===== src/rtl/imem_fetch_ctrl.sv =====
// Instruction fetch controller: sequential PC generation, one-cycle imem
// read latency, 2-entry {instr, pc} skid FIFO, redirect and reset flush.
module imem_fetch_ctrl #(
  parameter int unsigned ADDR_WIDTH = 11,
  parameter int unsigned DATA_WIDTH = 32,
  parameter logic [31:0] RESET_PC   = 32'h0000_0000
) (
  input  logic                  clk,
  input  logic                  rst,
  output logic [ADDR_WIDTH-1:0] imem_addr,
  output logic                  imem_req,
  input  logic [DATA_WIDTH-1:0] imem_dout,
  input  logic                  redirect_valid,
  input  logic [31:0]           redirect_pc,
  output logic                  instr_valid,
  output logic [DATA_WIDTH-1:0] instr,
  output logic [31:0]           instr_pc,
  input  logic                  instr_ready
);

  logic [31:0]           fetch_pc_q,    fetch_pc_d;
  logic                  inflight_q,    inflight_d;
  logic [31:0]           inflight_pc_q, inflight_pc_d;
  logic [1:0]            occ_q,         occ_d;
  logic                  rd_ptr_q,      rd_ptr_d;
  logic                  wr_ptr_q,      wr_ptr_d;
  logic [DATA_WIDTH-1:0] fifo_instr_q [2];
  logic [DATA_WIDTH-1:0] fifo_instr_d [2];
  logic [31:0]           fifo_pc_q    [2];
  logic [31:0]           fifo_pc_d    [2];

  logic       pop;
  logic       push;
  logic [2:0] credit;
  logic       unused_redirect_lsb;

  assign unused_redirect_lsb = ^redirect_pc[1:0];

  // Outputs, issue credit and next-state for PC, in-flight slot and FIFO.
  always_comb begin
    instr_valid = (occ_q != 2'd0);
    instr       = fifo_instr_q[rd_ptr_q];
    instr_pc    = fifo_pc_q[rd_ptr_q];
    imem_addr   = fetch_pc_q[ADDR_WIDTH+1:2];

    pop    = instr_valid & instr_ready;
    push   = inflight_q & ~redirect_valid;
    credit = {1'b0, occ_q} + {2'b00, inflight_q};
    // occ + inflight - pop < 2, rearranged to avoid an unsigned underflow.
    imem_req = ~rst & ~redirect_valid & (credit < (3'd2 + {2'b00, pop}));

    fetch_pc_d    = fetch_pc_q;
    inflight_d    = 1'b0;
    inflight_pc_d = inflight_pc_q;
    occ_d         = occ_q;
    rd_ptr_d      = rd_ptr_q;
    wr_ptr_d      = wr_ptr_q;
    fifo_instr_d  = fifo_instr_q;
    fifo_pc_d     = fifo_pc_q;

    if (redirect_valid) begin
      fetch_pc_d = {redirect_pc[31:2], 2'b00};
      occ_d      = 2'd0;
      rd_ptr_d   = 1'b0;
      wr_ptr_d   = 1'b0;
    end else begin
      if (imem_req) begin
        inflight_d    = 1'b1;
        inflight_pc_d = fetch_pc_q;
        fetch_pc_d    = fetch_pc_q + 32'd4;
      end
      if (push) begin
        fifo_instr_d[wr_ptr_q] = imem_dout;
        fifo_pc_d[wr_ptr_q]    = inflight_pc_q;
        wr_ptr_d               = ~wr_ptr_q;
      end
      if (pop) begin
        rd_ptr_d = ~rd_ptr_q;
      end
      occ_d = occ_q + {1'b0, push} - {1'b0, pop};
    end
  end

  // State registers; reset discards FIFO contents and any in-flight fetch.
  always_ff @(posedge clk or posedge rst) begin
    if (rst) begin
      fetch_pc_q    <= RESET_PC;
      inflight_q    <= 1'b0;
      inflight_pc_q <= '0;
      occ_q         <= '0;
      rd_ptr_q      <= 1'b0;
      wr_ptr_q      <= 1'b0;
      for (int unsigned i = 0; i < 2; i++) begin
        fifo_instr_q[i] <= '0;
        fifo_pc_q[i]    <= '0;
      end
    end else begin
      fetch_pc_q    <= fetch_pc_d;
      inflight_q    <= inflight_d;
      inflight_pc_q <= inflight_pc_d;
      occ_q         <= occ_d;
      rd_ptr_q      <= rd_ptr_d;
      wr_ptr_q      <= wr_ptr_d;
      fifo_instr_q  <= fifo_instr_d;
      fifo_pc_q     <= fifo_pc_d;
    end
  end

  // The issue credit must never let a response arrive into a full FIFO.
  a_no_overflow : assert property (@(posedge clk) disable iff (rst)
    !(push && (occ_q == 2'd2) && !pop));

endmodule

===== config.mk =====
export PLATFORM = sky130hd
export DESIGN_NAME = imem_fetch_ctrl
export DESIGN_NICKNAME = d
export VERILOG_FILES = /design/src/rtl/imem_fetch_ctrl.sv
export SDC_FILE = /design/constraint.sdc
export NUM_CORES = 1
export LEC_CHECK = 0
export ABC_AREA = 0
export ABC_CLOCK_PERIOD_IN_PS = 6600
export BUFFER_PORTS_ARGS = -buffer_cell sky130_fd_sc_hd__buf_4
export CORE_ASPECT_RATIO = 1.1
export CORE_MARGIN = 2
export CORE_UTILIZATION = 50
export DETAILED_ROUTE_END_ITERATION = 7
export PLACE_DENSITY = 0.84
export RECOVER_POWER = 25
export SYNTH_ARGS = -nofsm -noshare
export SYNTH_HDL_FRONTEND = slang
export SYNTH_SLANG_ARGS = --single-unit

===== constraint.sdc =====
create_clock -name clk -period 6.6 [get_ports clk]
set_input_delay 0.33 -clock clk [delete_from_list [all_inputs] [get_ports clk]]
set_output_delay 0.33 -clock clk [all_outputs]
set_load 0.02 [all_outputs]

# Yosys cells after proc, flatten, opt, wreduce, memory -nomap -nowiden
# Index checks and enable logic that the tools add are counted.
dict set report op_classes {
  order_cmp 4
  n_mux 19
  n_reduce_logical 7
  bitwise 10
  addsub 5
}
# cell count
set op_table {}
lappend op_table {{$mux 32} 9}
lappend op_table {{$bwmux 64} 2}
lappend op_table {{$add 32x3->32 const B} 1}
lappend op_table {{$demux 32 s1} 1}
lappend op_table {{$reduce_bool 2->1} 4}
lappend op_table {{$mux 1} 6}
lappend op_table {{$and 1x1->1} 4}
lappend op_table {{$ge 2x2->1 const B} 2}
lappend op_table {{$not 1->1} 4}
lappend op_table {{$not 1->2} 2}
lappend op_table {{$reduce_and 2->1} 2}
lappend op_table {{$add 2x1->3} 1}
lappend op_table {{$add 2x1->3 const A} 1}
lappend op_table {{$lt 3x3->1} 1}
lappend op_table {{$add 2x1->2} 1}
lappend op_table {{$lt 2x1->1 const B} 1}
lappend op_table {{$mux 2} 1}
lappend op_table {{$sub 2x1->2} 1}
lappend op_table {{$logic_and 1x1->1} 1}
dict set report totals {
  wordCells 55
  output_inout_bits 77
  ff_bits 197
  input_bits 68
}

# Logic depth before layout (Yosys ltp)
# Gate-level depths: netlist of run 1.
dict set report logic_depth {
  ltp_word 7
  mapped_depth 8
  mapped_depth_nobuf 7
}

# Least setup slack after synthesis of run 1
# Ideal clock, no wire load.
dict set report synth_path {
  kind {reg-to-reg}
  startpoint {register inflight_q}
  endpoint {register fetch_pc_q[31]}
  required_time_ns 6.518
  setup_time_ns 0.082
  path_stages_with_launch 9
  synth_period_minus_slack_ns 2.179
  n_path_buf 1
  path_slack_ns 4.421
  t_arrival_ns 2.097
  path_cell_list {dfrtp_1 -> ha_1 -> ha_1 -> and4bb_1 -> buf_4 -> and3_4 -> nand3_1 -> or4_1 -> a31oi_1}
}
dict set report synth_between {
  elab_chain_cells 4
}
# item line
set synth_rtl {}
lappend synth_rtl {{start, declared} 22} ;# logic inflight_q, inflight_d;
lappend synth_rtl {{start signal, assigned} 99} ;# inflight_q <= inflight_d;
lappend synth_rtl {{$add 2x1->3} 48} ;# credit = {1'b0, occ_q} + {2'b00, inflight_q};
lappend synth_rtl {{$lt 3x3->1} 50} ;# imem_req = ~rst & ~redirect_valid & (credit < (3'd2 + {2'b00, pop}));
lappend synth_rtl {{$and 1x1->1} 50}
lappend synth_rtl {{$reduce_bool 2->1 (no source line)} -}
lappend synth_rtl {{end signal, assigned} 98} ;# fetch_pc_q <= fetch_pc_d;
lappend synth_rtl {{end, declared} 21} ;# logic [31:0] fetch_pc_q, fetch_pc_d;
# No other way between the ends.
# A chain may end at the register's enable or synchronous reset.

# Worst setup path after layout of run 1
dict set report layout_path {
  startpoint {register inflight_q}
  endpoint {output port imem_req}
}
dict set report layout_between {
  elab_chain_cells 3
}
# item line
set layout_rtl {}
lappend layout_rtl {{$add 2x1->3} 48}
lappend layout_rtl {{$lt 3x3->1} 50}
lappend layout_rtl {{$and 1x1->1} 50}
lappend layout_rtl {{end, declared} 11} ;# output logic imem_req,
# No other way between the ends.

==> results.md, run 1 <==
Floorplanning:
- The floorplan die width is between 100 and 150 um.
- The number of top-level pins is roughly 150.
- The core area is 16,890 um2.
- The number of core rows is 50.
- The die covers approximately 18,000 um2.
- The starting density of the core is 50.58%.
- The chip height is between 100 and 150 um.

Yosys:
- The number of library cell types mapped by synthesis is 42.
- After Yosys synthesis, full adders, half adders and majority gates account for less than 1% of the synthesized area.
- The share of the synthesized area in the top cell type is between 50% and 60%.
- The register area share after synthesis is between 50% and 60%.
- Summing every instance area after synthesis gives 8543 um2.
- After synthesis the netlist holds a flip-flop and latch count of ~190.
- By area, the combinational part of the netlist is dominated by multiplexers.
- The synthesized netlist devotes roughly 2.7% of its cell area to XOR and XNOR gates.
- After Yosys synthesis, and, or, nand and nor cells account for 6.883% of the synthesized area.
- The synthesized area per cell is 13.43 um2.
- The post-synthesis cell type with the largest combined area is dfrtp_1.
- The count of synthesis-stage warnings from yosys is 0.
- The synthesized netlist devotes approximately 2.4% of its cell area to compound gates.
- After synthesis, the cell types taking the most area are dfrtp_1 (55%), mux2_2 (27%), xor2_1 (2.1%).
- Synthesis produced ~640 cells.
- The share of synthesized area spent on multiplexers is roughly 29%.

Min path:
- The worst-case hold path end point is fetch_pc_q[9].
- The worst hold path begins at redirect_pc[9].
- The class of the worst hold path is input port to flop.
- The count of cells along the worst hold path is 3.

Clock network:
- The clock sink count is between 150 and 200.
- The CTS clock-pin slew for the worst setup and hold paths is ~0.07 ns.
- Once the clock tree was built, the resizer swapped 0 gates to a different size.
- Buffers inserted to repair hold after CTS numbered 0.
- The CTS tree is built.
- The number of buffers on the longest clock path is 2.
- The clock reaches the later pin of the worst-skew pair after around 0.43 ns.
- The clock root buffer master is clkbuf_16.
- Buffers inserted during clock tree synthesis total 17.
- After clock tree synthesis, the setup repair step added 0 buffers.
- The H-tree generated during clock tree synthesis spans 4 levels.

Placement:
- After detailed placement, the design holds a cell count of 943.
- The placed wire-length estimate after detailed placement is ~11 mm.
- The count of port buffers added during placement is between 100 and 150.
- The worst slack at placement is between 3 and 4 ns.
- The routability congestion estimate from global placement is 0.7882.

Critical path:
- The endpoint required time on the critical path is about 6.3 ns.
- The critical path is of the flop to output pin type.
- The count of cells along the worst register-to-register path is 6.
- The endpoint identified for the worst register-to-register timing path is inflight_pc_q[29].
- The worst setup path is launched from a flop.
- The data arrival at the endpoint of the critical path is between 2 and 3 ns.
- The category of the worst setup path capture point is an output pin.
- In this run the worst path has a maximum fanout of 24.
- The launch point of the critical path is inflight_q.
- The startpoint identified for the worst register-to-register timing path is inflight_q.
- The minimum setup slack among reg-to-reg paths is between 3 and 4 ns.

Finish:
- The fraction of layout cells with a size suffix above 1 is about half.
- The layout overhead on the synthesized area is 19.96%.
- The number of standard cells in the final layout excluding fillers is 975.
- The most common library cell in the layout ignoring fill and taps is mux2_2.
- The top cell types in the final layout, fill and taps aside, are mux2_2 (205), dfrtp_1 (188), buf_4 (140).
- The number of antenna diodes in the final layout is 0.
- The filler cell count is roughly 1,400.
- The final layout net count is just over 800.

Route:
- The detailed-route DRC error count is 0.
- The topmost layer with routed signal wires is met4.
- The routed via count divided by cell count is around 5.4.
- The average detailed-routed wire length per instance is 17.16 um.
- The DRC violation total after the first TritonRoute iteration is approximately 260.
- For this run, the detailed router's first-pass iteration total came to 4.
- Across all layers, the routed design uses ~5,300 vias.
- The detailed-routed wire length on met3 is around 910 um.
- Wires add up to approximately 17 mm.
- Once detail routing completed, the nets flagged for antenna violations numbered 0.
- In the final routing, the length of wire on met1 measures 7.548 mm.
- After detailed routing, the met2 layer carries roughly 8.1 mm of wire.

Status:
- The flow ran to the end, but the final reports show violations.
- The checks that failed: max-capacitance violations, max-slew violations.

Timing:
- The clock arrives with between 0.01 and 0.015 ns of skew.
- The setup total negative slack is 0 ns.
- The number of hold violations in the final report is 0.
- The final clock period utilization by the worst path is between 40% and 50%.
- The worst hold-check slack is ~0.12 ns.
- The number of setup violations in the final report is 0.
- The measured slew at the worst slew-check pin is around 3.6 ns.
- The worst path setup slack after routing is between 3 and 4 ns.
- The clock period could shrink to 2.996 ns.
- The worst relative slew slack is -144.4%.
- Setup repair after global routing left no endpoint under its margin.
- Derived from the worst setup path, the maximum achievable clock frequency is approximately 330 MHz.
- The final count of pins violating max slew is 86.

GRT:
- The number of antenna violations at the first check in global routing is 0.
- The wire length of the first global-routing pass is 27.26 mm.
- The aggregate global routing overflow is 0.
- The pin count of the biggest net entering global routing is 86.
- The number of global-route vias before repair is roughly 5,500.
- The overall track demand over capacity in global routing is 19.03%.

Pwr:
- The design draws between 4 and 5 mW.
- In this run the static leakage power is 4.624 nW.
- In this run the power density over the cells is between 400 and 500 nW/um2.
- VDD sags by at most roughly 0.22 mV.

Run:
- The tool flagged a number of max-cap violations equal to 1.
report_power, final:
part           total, mW  internal, mW  switching (mW)
registers           1.91          1.64           0.271
clock network       1.03         0.585           0.444
logic               1.71         0.924           0.783
cell type report:
cell class,count,area [um2],share of cell area [%]
Clock buffer,21,460.4,4.493
Clock inverter,11,133.9,1.306
Inverter,6,23.77,0.2320
Multi-Input combinational cell,395,3570,34.83
Tap cell,208,260.3,2.539
Timing Repair Buffer,145,1070,10.44
Sequential cell,189,4731,46.16
stage by stage:
step / cell area (um2) / utilization, %
2_1_floorplan: 8547 / -
3_3_place_gp: 9677 / 57.29
3_5_place_dp: 9677 / 57.29
4_1_cts: 10270 / 60.81
5_1_grt: 10250 / 60.67
6_report: 10250 / 60.67
synthesized netlist by cell type, drive strengths merged:
master,n
and3,4
mux2i,1
a31oi,5
dfrtp,189
inv,6
nand3,15
conb,1
nand2,32
and4bb,1
xnor2,6
and2,4
a31o,1
o31ai,1
xor2,20
clkbuf,16
nor2,14
mux2,217
o211ai,1
nor4,2
and4,4
nand4,16
ha,5
buf,31
or3,4
nor3,3
nand4b,2
or3b,1
a22o,1
o21ai,28
or2,2
nor2b,1
or4,2
worst max-delay path: stages, from the launching register on:
cell	delay, ns
dfrtp_1	0.45
ha_1	0.33
o21ai_2	0.77
nand2_1	0.32
nor2_1	0.20
buf_4	0.17
logic make-up after synthesis:
kind of cell	Yosys count
XOR/XNOR	26
buffers and inverters	53
flip-flops	189
multiplexers	218
AO/OA/AOI/OAI	37
AND/OR/NAND/NOR	107
adder cells (fa/ha/maj)	5
other	1
worst max path at each step:
stage | endpoint | slack, ns | cells after the start
after floorplan | fetch_pc_q[10] | 1.13 | 1
after global placement | inflight_pc_q[24] | 3.72 | 6
after detailed placement | inflight_pc_q[11] | 3.61 | 6
after CTS | imem_req | 3.56 | 5
after global routing | rd_ptr_q | 2.88 | 3
final | imem_req | 3.60 | 5
metal layers:
| metal | vias to the layer above | GRT usage, % |
|---|---|---|
| li1 | 2487 | - |
| met1 | 2674 | 24.72 |
| met2 | 129 | 31.63 |
| met3 | 14 | 4.668 |
| met4 | 0 | 5.892 |
| met5 | - | 0 |
state kept, by name, summed over array words and instances (netlist names):
register and cells:
inflight_pc_q 30, wr_ptr_q 1, occ_q 2, inflight_q 1, fetch_pc_q 30, fifo_pc_q 60
fifo_instr_q 64, rd_ptr_q 1
(Power assumes the default switching activity.)
==> run 2: changes to the inputs <==
--- a/config.mk
+++ b/config.mk
@@ -6,13 +6,13 @@
 export NUM_CORES = 1
 export LEC_CHECK = 0
 export ABC_AREA = 0
-export ABC_CLOCK_PERIOD_IN_PS = 6600
+export ABC_CLOCK_PERIOD_IN_PS = 2700
 export BUFFER_PORTS_ARGS = -buffer_cell sky130_fd_sc_hd__buf_4
 export CORE_ASPECT_RATIO = 1.1
 export CORE_MARGIN = 2
 export CORE_UTILIZATION = 50
 export DETAILED_ROUTE_END_ITERATION = 7
-export PLACE_DENSITY = 0.84
+export PLACE_DENSITY = 0.87
 export RECOVER_POWER = 25
 export SYNTH_ARGS = -nofsm -noshare
 export SYNTH_HDL_FRONTEND = slang
==> constraint.sdc (replaced) <==
create_clock -name clk -period 2.7 [get_ports clk]
set_input_delay 0.135 -clock clk [delete_from_list [all_inputs] [get_ports clk]]
set_output_delay 0.135 -clock clk [all_outputs]
set_load 0.02 [all_outputs]
==> results.md, run 2 (synthesis gave the netlist of run 1 again) <==
Timing:
- The final count of pins violating max slew is 0 (-100%).
- The routed design could run at a clock period as short as between 2 and 2.5 ns.
- The number of setup violations in the final report is 0 (unchanged).
- Timing would allow up to 414.8 MHz.
- The setup total negative slack is 0 ns (unchanged).
- The worst relative slew slack is 12.61% (+160 points).
- Dividing the final minimum period by the clock period gives around 90%.
- Setup repair after global routing left no endpoint under its margin.
- The measured slew at the worst slew-check pin is 1.311 ns (-2.336 ns).
- The setup clock skew after layout is 0.006747 ns (-0.004244 ns).
- The number of hold violations in the final report was 0 (unchanged).

GRT:
- The pin count of the biggest net entering global routing is 101 (+17%).
- The number of antenna violations at the first check in global routing was 1 (+1).
- The overall track demand over capacity in global routing came to 21.46% (+2.4 points).
- The number of global-route vias before repair was 5,898 (+7.6%).
- The aggregate global routing overflow is 0 (unchanged).
- The wire length of the first global-routing pass was 30.30 mm (+11%).

Critical path:
- The largest driver fanout on the critical path came to 4 (-83%).
- The category of the worst setup path capture point is a flop.
- The minimum setup slack among reg-to-reg paths is 0.29 ns (-3.35 ns).
- The peak per-stage delay on the critical path is 0.52 ns (-0.25 ns).
- The data arrival at the endpoint of the critical path was 2.77 ns (+0.10 ns).
- The buffer and inverter count on the worst path is 0 (-1).
- The endpoint required time on the critical path is 3.06 ns (-3.21 ns).
- The worst setup path is launched from a flop.
- The cell depth of the worst setup path is 7 (+2).
- The critical path class is flop to flop.
- The cell at the slowest stage of the critical path is or3b_2.
- Among cell families on the critical path, the largest total delay comes from simple AND/OR/NAND/NOR gates.
- Traced cell by cell, the critical path runs through ha_1 -> ha_1 -> or3b_2 -> nor2_1 -> nand4_1 -> or4_1 -> nand3_1.
- The cell seen most often among critical-path stages is ha_1.
- The count of cells along the worst register-to-register path came to 7 (+1).

Route:
- The routed via count is 5,616 (+5.9%).
- The detailed-routing iteration count for the pre-antenna-repair pass is 6 (+2).
- The routed via count divided by cell count came to 5.369 (-1.3%).
- The DRC violation total after the first TritonRoute iteration is 272 (+3.4%).
- The detailed-route DRC error count is 0 (unchanged).
- The number of antenna-violating nets in the routed design is 0 (unchanged).
- The average detailed-routed wire length per instance is 17.69 um (+3.1%).
- The sum of routed wire length over all layers is 18.51 mm (+11%).

Finish:
- The most common library cell in the layout ignoring fill and taps is mux2_2.
- In the layout the commonest cells are mux2_2 (205), dfrtp_1 (188), buf_4 (146).
- The final layout net count is 898 (+8.6%).
- More flip-flops sit in one register than any other, and that register is fifo_instr_q.
- The flip-flop count of the largest register, all copies and words added is 64 (unchanged).
- From synthesis to final layout, the design area changed by 29.13%.
- The largest registers in the layout are fifo_instr_q x64, fifo_pc_q x60.
- The fraction of layout cells with a size suffix above 1 is 48.27% (-2.6 points).
- The final design instance area without fill is 11,030 um2 (+7.6%).

Clock network:
- The clock sink count is 189 (unchanged).
- The number of buffers created by CTS is 17 (unchanged).
- The clock root buffer master is clkbuf_16.
- The CTS clock-pin slew for the worst setup and hold paths is 0.07 ns (about the same).
- TritonCTS built the clock tree.
- The number of buffers on the longest clock path came to 2 (unchanged).
- The deepest level of the CTS H-tree is 4 (unchanged).
- The insertion delay to the later sink of the worst-skew pair is 0.43 ns (about the same).

Pwr:
- The sequential share of power is 40.4% (-0.7 points).
- The clock share of power was 22.2% (about the same).
- The total power consumption of the routed design is 11.64 mW (+150%).
- The highest ir drop seen on vdd is 0.6545 mV (+200%).
- The part of the power in combinational logic is 37.4% (+0.6 points).
- The leakage power total is 4.968 nW (+7.4%).
- The switching share of power came to 32.12% (-0.14 points).
- The net switching power of the design is 3.739 mW (+150%).
- The total internal power is 7.903 mW (+150%).
- The power per cell area is 1055 nW/um2 (+130%).

Placement:
- The routability congestion estimate from global placement was 0.7843 (-0.49%).
- The count of port buffers added during placement was 140 (unchanged).
- The area of placed instances came to 9831 um2 (+1.6%).
- The placed wire-length estimate after detailed placement was 11.38 mm (+3.7%).

Floorplanning:
- The number of core rows is 50 (unchanged).
- The floorplan die width is 128.6 um (unchanged).
- The area enclosed by the die boundary came to 18,150 um2 (unchanged).
- The chip height is 141.1 um (unchanged).
- The core area is 16,890 um2 (unchanged).
- The number of top-level pins is 145 (unchanged).
- The starting density of the core is 50.58% (unchanged).

Min path:
- The count of cells along the worst hold path is 3 (unchanged).
- The class of the worst hold path is input port to flop.

Status:
- The run finished with clean final reports.

Run:
- The max-capacitance violation count is 0 (-1).
run 2: changes by cell type in the layout (fill, tap and decap cells not counted), sizes merged:
cell,change
dlygate4sd3,+62
clkinvlp,+1
bufinv,+1
buf,+11
diode,+1
inv,-2
clkbuf,-3
run 2: cell type report:
type | instances | area, um2
fillers | 1211 | 5859
flip-flops and latches | 189 | 4731
multi-input cells | 395 | 3570
repair buffers | 216 | 1836
clock buffers | 20 | 466.7
well taps | 208 | 260.3
clock inverters | 11 | 140.1
inverters | 6 | 26.28
diodes | 1 | 2.502
run 2: timing repair:
item | 4_1_cts | 5_1_grt
buffers inserted | 0 | 0
gates resized for setup | 0 | 0
endpoints found under the hold margin | 282 | 0
setup endpoints to repair | 0 | 0
hold buffers | 62 | 0
run 2: path summary, 6_finish.rpt:
path	from	endpoint
setup / recovery	inflight_q	fetch_pc_q[30]
hold / removal	redirect_pc[16]	fetch_pc_q[16]
setup reg to reg	inflight_q	fetch_pc_q[30]
hold reg to reg	fifo_instr_q[54]	fifo_instr_q[54]
max in group asynchronous	rst	fifo_instr_q[33]
min in group asynchronous	rst	rd_ptr_q
run 2: tightest hold or removal path: stages:
cell and delay [ns]:
buf_4 0.09, a22o_1 0.13, a31o_1 0.09
run 2: power groups by stage:
stage | combinational [mW] | sequential, mW | clock, mW
3_3_place_gp | 4.17 | 4.66 | 0
6_report | 4.35 | 4.71 | 2.58
4_1_cts | 4.35 | 4.70 | 2.63
3_5_place_dp | 4.26 | 4.75 | 0
5_1_grt | 4.66 | 4.87 | 2.76
2_1_floorplan | 2.95 | 4.47 | 0
run 2: through the flow:
step           hold WS [ns]  worst slack, ns  util, %  instances
2_1_floorplan        0.2560           0.1305        -        637
3_3_place_gp         0.3530           0.4358    58.20        952
3_5_place_dp         0.3543           0.3476    58.20        952
4_1_cts             0.02643           0.3333    65.47       1045
5_1_grt             0.02781           0.1879    65.31       1046
6_report            0.04370           0.2892    65.31       1046
run 2: routing by layer:
metal  global-route usage [%]  part of all wire [%]
met1                    26.51                    42
met2                    36.17                    51
met3                    5.844                   4.9
met4                    7.838                   2.2
met5                        0                     0
==> run 3: changes to the inputs <==
--- a/config.mk
+++ b/config.mk
@@ -9,9 +9,10 @@
 export ABC_CLOCK_PERIOD_IN_PS = 2700
 export BUFFER_PORTS_ARGS = -buffer_cell sky130_fd_sc_hd__buf_4
 export CORE_ASPECT_RATIO = 1.1
-export CORE_MARGIN = 2
+export CORE_MARGIN = 5
 export CORE_UTILIZATION = 50
 export DETAILED_ROUTE_END_ITERATION = 7
+export HOLD_SLACK_MARGIN = 0.15
 export PLACE_DENSITY = 0.87
 export RECOVER_POWER = 25
 export SYNTH_ARGS = -nofsm -noshare
==> results.md, run 3 (synthesis gave the netlist of run 1 again) <==
Status:
- The run finished, with violations left.
- The final reports fail on max-capacitance violations, max-slew violations.

Clock network:
- In this run the clock root is driven by a clkbuf_16.
- The insertion delay to the later sink of the worst-skew pair is 0.42 ns (about the same).
- The CTS clock-pin slew for the worst setup and hold paths is 0.07 ns (about the same).
- The clock sink count is 189 (unchanged).
- The number of buffers created by CTS is 17 (unchanged).
- The post-CTS setup repair buffer count is 0 (unchanged).
- The deepest level of the CTS H-tree is 4 (unchanged).
- TritonCTS built the clock tree.
- The number of buffers on the longest clock path came to 2 (unchanged).

Timing:
- The measured slew at the worst slew-check pin is 1.700 ns (+0.3890 ns).
- The final clock period utilization by the worst path came to 86.91% (-2.4 points).
- The maximum clock frequency came to 426.1 MHz (+2.7%).
- The worst relative slew slack is -13.32% (-26 points).
- The final critical-path required period is 2.347 ns (-0.06419 ns).
- The setup total negative slack came to 0 ns (unchanged).
- The worst hold-check slack is 0.4710 ns (+0.4273 ns).
- The number of setup violations in the final report is 0 (unchanged).
- The number of hold violations in the final report is 0 (unchanged).
- The final count of pins violating max slew came to 128 (+128).
- Setup repair after global routing left no endpoint under its margin.
- The setup clock skew after layout came to 0.005253 ns (-0.001494 ns).

GRT:
- The aggregate global routing overflow is 0 (unchanged).
- The overall track demand over capacity in global routing came to 19.42% (-2.0 points).
- The pin count of the biggest net entering global routing is 128 (+27%).
- The wire length of the first global-routing pass is 30.84 mm (+1.8%).
- The number of antenna violations at the first check in global routing is 0 (-1).
- The number of global-route vias before repair is 6,069 (+2.9%).

Route:
- The detailed-routing iteration count for the pre-antenna-repair pass is 4 (-2).
- The sum of routed wire length over all layers is 18.55 mm (+0.23%).
- The detailed-route DRC error count is 0 (unchanged).
- The routed via count is 5,647 (+0.55%).
- The number of antenna-violating nets in the routed design is 0 (unchanged).
- The DRC violation total after the first TritonRoute iteration is 242 (-11%).
- The average detailed-routed wire length per instance is 17.61 um (-0.44%).
- The routed via count divided by cell count is 5.363 (-0.12%).

Min path:
- The count of cells along the worst hold path is 4 (+1).
- The start point of the worst min-delay path is redirect_pc[19].
- The worst hold path terminates at fetch_pc_q[19].
- The class of the worst hold path is input port to flop.

Pwr:
- The total power consumption of the routed design is 11.71 mW (+0.60%).
- The highest ir drop seen on vdd is 0.6284 mV (-4.0%).
- The power per cell area is 1057 nW/um2 (+0.16%).
- The leakage power total is 4.992 nW (+0.48%).

Finish:
- The final layout net count is 905 (+0.78%).
- The library cell used most frequently in the layout, excluding fill and tap cells, is mux2_2.
- The most flop-heavy register is fifo_instr_q.
- The flip-flop count of the largest register, all copies and words added is 64 (unchanged).
- The top cell types in the final layout, fill and taps aside, are mux2_2 (205), dfrtp_1 (188), buf_4 (148).
- The filler cell count is 1,219 (+0.66%).
- The layout overhead on the synthesized area is 29.70%.
- The antenna diode count is 0 (-1).
- The largest registers in the layout are fifo_instr_q x64, fifo_pc_q x60.
- The fraction of layout cells with a size suffix above 1 is 47.69% (-0.58 points).

Placement:
- The count of port buffers added during placement is 140 (unchanged).
- The placed wire-length estimate after detailed placement is 11.79 mm (+3.5%).
- The routability congestion estimate from global placement is 0.7955 (+1.4%).

Critical path:
- The largest driver fanout on the critical path is 10 (+6).
- STA classifies the critical path startpoint as a flop.
- The endpoint required time on the critical path is 2.57 ns (-0.49 ns).
- The reg-to-reg critical path startpoint is inflight_q.
- The data arrival at the endpoint of the critical path is 2.21 ns (-0.56 ns).
- The cell at the slowest stage of the critical path is dfrtp_1.
- The minimum setup slack among reg-to-reg paths was 0.36 ns (+0.07 ns).
- The buffer and inverter count on the worst path came to 1 (+1).
- The peak per-stage delay on the critical path is 0.45 ns (-0.07 ns).
- Walking the worst path, the cells encountered are ha_1 -> o21ai_2 -> nand2_1 -> nor2_1 -> buf_4.
- The count of cells along the worst register-to-register path is 7 (unchanged).
- The critical path is of the flop to output pin type.
- The capture instance of the worst register-to-register path is fetch_pc_q[30].
- The category of the worst setup path capture point is an output pin.
- The family of cells with the greatest summed delay on the critical path is flip-flops.

Floorplanning:
- The number of core rows came to 50 (unchanged).
- The number of top-level pins is 145 (unchanged).
- The core area was 16,890 um2 (unchanged).
- The chip height is 147.1 um (+4.3%).
- The area enclosed by the die boundary is 19,800 um2 (+9.1%).
- The starting density of the core was 50.58% (unchanged).
- The floorplan die width is 134.6 um (+4.7%).

Run:
- The max-capacitance violation count is 1 (+1).
## run 3: through the flow
step	instance area [um2]	worst slack [ns]	std cells	utilization [%]
2_1_floorplan	8551	0.1305	637	-
3_3_place_gp	9781	0.4249	952	57.90
3_5_place_dp	9781	0.4014	952	57.90
4_1_cts	11100	0.3543	1053	65.73
5_1_grt	11080	0.1609	1053	65.60
6_report	11080	0.3534	1053	65.60
## run 3: what timing repair did
item / CTS / global route
endpoints found under the hold margin: 284 / 0
gates resized for setup: 0 / 0
hold buffers: 69 / 0
## run 3: final cells by class
class	count	area, um2	share of cell area (%)
flip-flops and latches	189	4731	42.69
multi-input cells	395	3570	32.22
repair buffers	223	1862	16.80
clock buffers	18	429.2	3.873
well taps	208	260.3	2.349
clock inverters	14	202.7	1.829
inverters	6	26.28	0.2371
## run 3: worst reg2reg max path, cell delays in order, from the launching register on
cell	delay, ns
dfrtp_1	0.45
ha_1	0.24
ha_1	0.20
or3b_2	0.50
nor2_1	0.19
nand4_1	0.16
or4_1	0.45
nand3_1	0.10
## run 3: power breakdown
part | total [mW] | leakage, nW | switching (mW) | internal (mW)
Sequential | 4.66 | 2.32 | 0.659 | 4.00
Combinational | 4.38 | 2.36 | 2.02 | 2.36
Clock | 2.68 | 0.308 | 1.10 | 1.57
Total | 11.7 | 4.99 | 3.78 | 7.93
## run 3: worst max-delay path by stage
stage / start / endpoint / depth (start not counted)
global placement: inflight_q / fetch_pc_q[30] / 7
floorplan: rst / fetch_pc_q[10] / 1
detailed placement: inflight_q / fetch_pc_q[30] / 7
CTS: inflight_q / imem_req / 5
global route: rst / rd_ptr_q / 4
finish: inflight_q / imem_req / 5
## run 3: metal layers
layer | up-vias | share of wire [%] | global-route usage (%)
met5 | - | 0 | 0
met4 | 0 | 1.1 | 5.092
met3 | 19 | 4.4 | 4.555
met2 | 123 | 52 | 34.11
met1 | 2854 | 42 | 24.05
li1 | 2651 | - | -
